## config.mk

```make
export PLATFORM = sky130hd
export DESIGN_NAME = adder_4bit
export DESIGN_NICKNAME = d
export VERILOG_FILES = /design/src/rtl/adder_4bit_pkg.sv /design/src/rtl/adder_4bit_full_adder_1bit.sv /design/src/rtl/adder_4bit.sv
export SDC_FILE = /design/constraint.sdc
export NUM_CORES = 1
export LEC_CHECK = 0
export ABC_AREA = 1
export BUFFER_PORTS_ARGS = -buffer_cell sky130_fd_sc_hd__buf_4
export CAP_MARGIN = 5
export CORE_AREA = 2 2 39 41
export DETAILED_ROUTE_END_ITERATION = 10
export DIE_AREA = 0 0 41 43
export PLACE_DENSITY = 0.58
export SYNTH_ARGS = -nofsm -noshare
export SYNTH_HDL_FRONTEND = slang
export SYNTH_SLANG_ARGS = --single-unit
export TNS_END_PERCENT = 30
```

## constraint.sdc

```tcl
create_clock -name clk -period 4.6 [get_ports clk]
set_input_delay 0.69 -clock clk [delete_from_list [all_inputs] [get_ports clk]]
set_output_delay 0.69 -clock clk [all_outputs]
set_load 0.05 [all_outputs]
```

## src/rtl/adder_4bit_pkg.sv

```systemverilog
// Shared constants and result types for the registered ripple-carry adder.
package adder_4bit_pkg;

    localparam int unsigned ADDER_WIDTH_DEFAULT = 4;

    typedef struct packed {
        logic                           carryOut;
        logic [ADDER_WIDTH_DEFAULT-1:0] sum;
        logic                           overflow;
        logic                           zero;
    } adder_result_t;

endpackage

```

## src/rtl/adder_4bit_full_adder_1bit.sv

```systemverilog
// One-bit full adder cell used as the leaf of the ripple chain.
module full_adder_1bit (
    input  logic x,
    input  logic y,
    input  logic cin,
    output logic s,
    output logic cout
);

    logic p;

    always_comb begin
        p    = x ^ y;
        s    = p ^ cin;
        cout = (x & y) | (cin & p);
    end

endmodule

```

## src/rtl/adder_4bit.sv

```systemverilog
// Registered WIDTH-bit ripple-carry adder with carry, signed-overflow and zero flags.
module adder_4bit
    import adder_4bit_pkg::*;
#(
    parameter int unsigned WIDTH = ADDER_WIDTH_DEFAULT
) (
    input  logic             clk,
    input  logic             rst,
    input  logic             in_valid,
    input  logic [WIDTH-1:0] a,
    input  logic [WIDTH-1:0] b,
    input  logic             carryIn,
    output logic             out_valid,
    output logic [WIDTH-1:0] sum,
    output logic             carryOut,
    output logic             overflow,
    output logic             zero
);

    // Width-generic counterpart of the package result type.
    typedef struct packed {
        logic             carryOut;
        logic [WIDTH-1:0] sum;
        logic             overflow;
        logic             zero;
    } res_t;

    logic [WIDTH:0]   carry;
    logic [WIDTH-1:0] sum_raw;
    res_t             res_d;
    res_t             res_q;
    logic             valid_q;

    assign carry[0] = carryIn;

    for (genvar i = 0; i < WIDTH; i++) begin : g_chain
        full_adder_1bit u_fa (
            .x    (a[i]),
            .y    (b[i]),
            .cin  (carry[i]),
            .s    (sum_raw[i]),
            .cout (carry[i+1])
        );
    end

    always_comb begin
        res_d          = res_q;
        res_d.sum      = sum_raw;
        res_d.carryOut = carry[WIDTH];
        res_d.overflow = carry[WIDTH] ^ carry[WIDTH-1];
        res_d.zero     = (sum_raw == '0);
    end

    // Result fields only load on valid input, so unknown operands never reach them.
    always_ff @(posedge clk) begin
        if (rst) begin
            valid_q <= 1'b0;
            res_q   <= '0;
        end else begin
            valid_q <= in_valid;
            if (in_valid) begin
                res_q <= res_d;
            end
        end
    end

    assign out_valid = valid_q;
    assign sum       = res_q.sum;
    assign carryOut  = res_q.carryOut;
    assign overflow  = res_q.overflow;
    assign zero      = res_q.zero;

endmodule

```

==> run summary <==
Max clock buf depth -> 2
Critical Path Start -> a[0]
CTS tree -> yes
Cell area after layout -> 573 µm²
Die height -> 43 µm
Ys Warns -> 0
Tcrit/Tclk final -> 0.579
GPL Wtd Cong -> 0.595
RSZ-0062 raised after global routing -> no
Placed cell count -> 76
Reg-to-reg startpoint -> sum[3]$_SDFFE_PP0P_
Core box area -> 0.00138 mm²
Final ANT Viol Nets -> 0
Mapped cell area -> 404 µm²
HP Start -> sum[2]$_SDFFE_PP0P_
GR Overflow Total -> 0
Sink Count -> 8
Critical Path RT -> 4760 ps
Syn avg cell area -> 9.40 µm²
Synth Instances -> 43
Worst Path Max Fanout -> 3
DRT Wirelength -> 811 µm
Worst min path class -> reg -> reg
DRC viols -> 0
F_max -> 376 MHz
DP HPWL -> 668 µm
Run status -> finished clean
Total of max-cap violations -> 0
Initial antenna violation count -> 0
DR pass1 iterations -> 4
Vias in the first global route -> 351
Worst-Skew Late Latency -> 250 ps
Setup crit end kind -> flip-flop
Final hold vios -> 0
Initial Utilization -> 0.292
Setup Viol. Count Final -> 0
Die X -> 41 µm
Worst EP arrival -> 2820 ps
Final setup skew -> 0 ps
Area leader, netlist -> dfxtp_1
CTS buffer count -> 3
Sequential-to-total area share from yosys stat -> 0.396
Critical Path Start Type -> input pin
Vias per Instance -> 4.42
Area Growth Syn to Fin -> 41.8%
DR WL/cell -> 10.3 µm
Die area -> 0.00176 mm²
Resized Gates After CTS -> 0
Post-synth cell types -> 16
Antenna diodes -> 0
Root Buffer Master -> clkbuf_4
Vias -> 349
# H-tree levels -> 1
Nets -> 81
Worst slew pin tran -> 199 ps
PnR worst setup slack -> 1940 ps
Synthesis-stage register bit count -> 8
Postcts setup bufs -> 0
Pre-CTS setup slack -> 1650 ps
Slew Limit Fails -> 0
Layout cell share with drive strength beyond 1 -> 0.429
Wire length of the first global-routing pass -> 1350 µm
Cts hold-fix bufs -> 0
Crit path kind -> in -> reg
Initial DRC count -> 3
VDD IR-drop max -> 0.177 mV
Cell area power density -> 337 mW/mm²
Leakage power -> 0.271 nW
All-layer global routing usage -> 0.120
Synth area leaders -> dfxtp_1 (40%), fa_1 (20%), nand2_1 (6.5%)
Pin count of the biggest net entering global routing -> 11
Placed cell areas -> 551 µm²
Min Clock Period, post-route -> 2660 ps
Port Buffers -> 19
Layout Cells excl Fill -> 79
I/O Pins -> 20
Tot Pwr -> 0.193 mW
Setup TNS -> 0 ps
Row Count -> 14
Rel. slew slack -> 0.867
Clk slew on worst S/H paths -> 50 ps
Yosys top cell area share -> 0.396
Mapped Nets -> 59
## worst max-delay path: stages
cell	delay, ps
buf_4	110
fa_1	420
fa_1	400
fa_1	410
inv_1	80
fa_1	440
a211oi_1	260
## layout make-up
type	count	area, µm²
flip-flops and latches	8	160
multi-input cells	28	204
inverters	5	23.8
clock buffers	3	22.5
repair buffers	19	143
fillers	156	811
well taps	16	20.0
## sequential cells by signal, summed over array words and instances, names as in the netlist
| name | cells |
|---|---|
| zero | 1 |
| sum | 4 |
| carryOut | 1 |
| overflow | 1 |
| out_valid | 1 |
## cells in the mapped netlist
library cell and n:
a211oi_1 2, a21oi_1 2, dfxtp_1 8, inv_6 1
nor2_1 7, nand3_2 1, buf_2 1, buf_6 1
nor3_1 1, fa_1 4, nand2_1 7, nor2_4 1
or2_2 1, inv_1 4, a21oi_2 1, nand3_1 1
## metal layers
| metal | up-vias | part of all wire | global-route usage | routed length (µm) |
|---|---|---|---|---|
| li1 | 175 | - | - | - |
| met1 | 161 | 0.36 | 0.106 | 295 |
| met2 | 11 | 0.54 | 0.206 | 440 |
| met3 | 2 | 0.086 | 0.0785 | 70 |
| met4 | 0 | 0.0062 | 0.0400 | 5 |
| met5 | - | 0 | 0 | 0 |
## power breakdown
| group | total (mW) | switching (mW) | internal [mW] |
|---|---|---|---|
| combinational | 0.0626 | 0.0382 | 0.0244 |
| sequential | 0.0776 | 0.00266 | 0.0749 |
| clock | 0.0532 | 0.0233 | 0.0298 |
## cells in the final DEF, fill, tap and decap left out
| cell | n |
|---|---|
| inv_1 | 4 |
| buf_4 | 19 |
| fa_1 | 4 |
| a21oi_2 | 1 |
| nor2_4 | 1 |
| a21oi_1 | 2 |
| a211oi_1 | 2 |
| nand3_2 | 1 |
| nor3_1 | 1 |
| clkbuf_4 | 3 |
| nand3_1 | 1 |
| nor2_1 | 7 |
| inv_6 | 1 |
| dfxtp_1 | 8 |
| or2_2 | 1 |
| nand2_1 | 7 |
## logic make-up after synthesis
logic type | count (synthesis) | share of synthesized area
fa+ha+maj | 4 | 0.198
simple gates | 19 | 0.223
flops | 8 | 0.396
compound gates | 5 | 0.0836
buf+inv | 7 | 0.0991
## path summary, 6_finish.rpt
path / end / slack, ps / cells after the start
setup / recovery: sum[3]$_SDFFE_PP0P_ / 1940 / 7
hold / removal: sum[2]$_SDFFE_PP0P_ / 460 / 2
setup reg to reg: sum[3]$_SDFFE_PP0P_ / 3950 / 2
hold reg to reg: sum[2]$_SDFFE_PP0P_ / 460 / 2
## metrics by stage
step	utilization	hold slack (ps)
after floorplan	-	680
after global placement	0.398	448
after detailed placement	0.398	458
after CTS	0.414	467
after global routing	0.414	489
final	0.414	462
No activity file was read; power rests on OpenSTA's default activity.
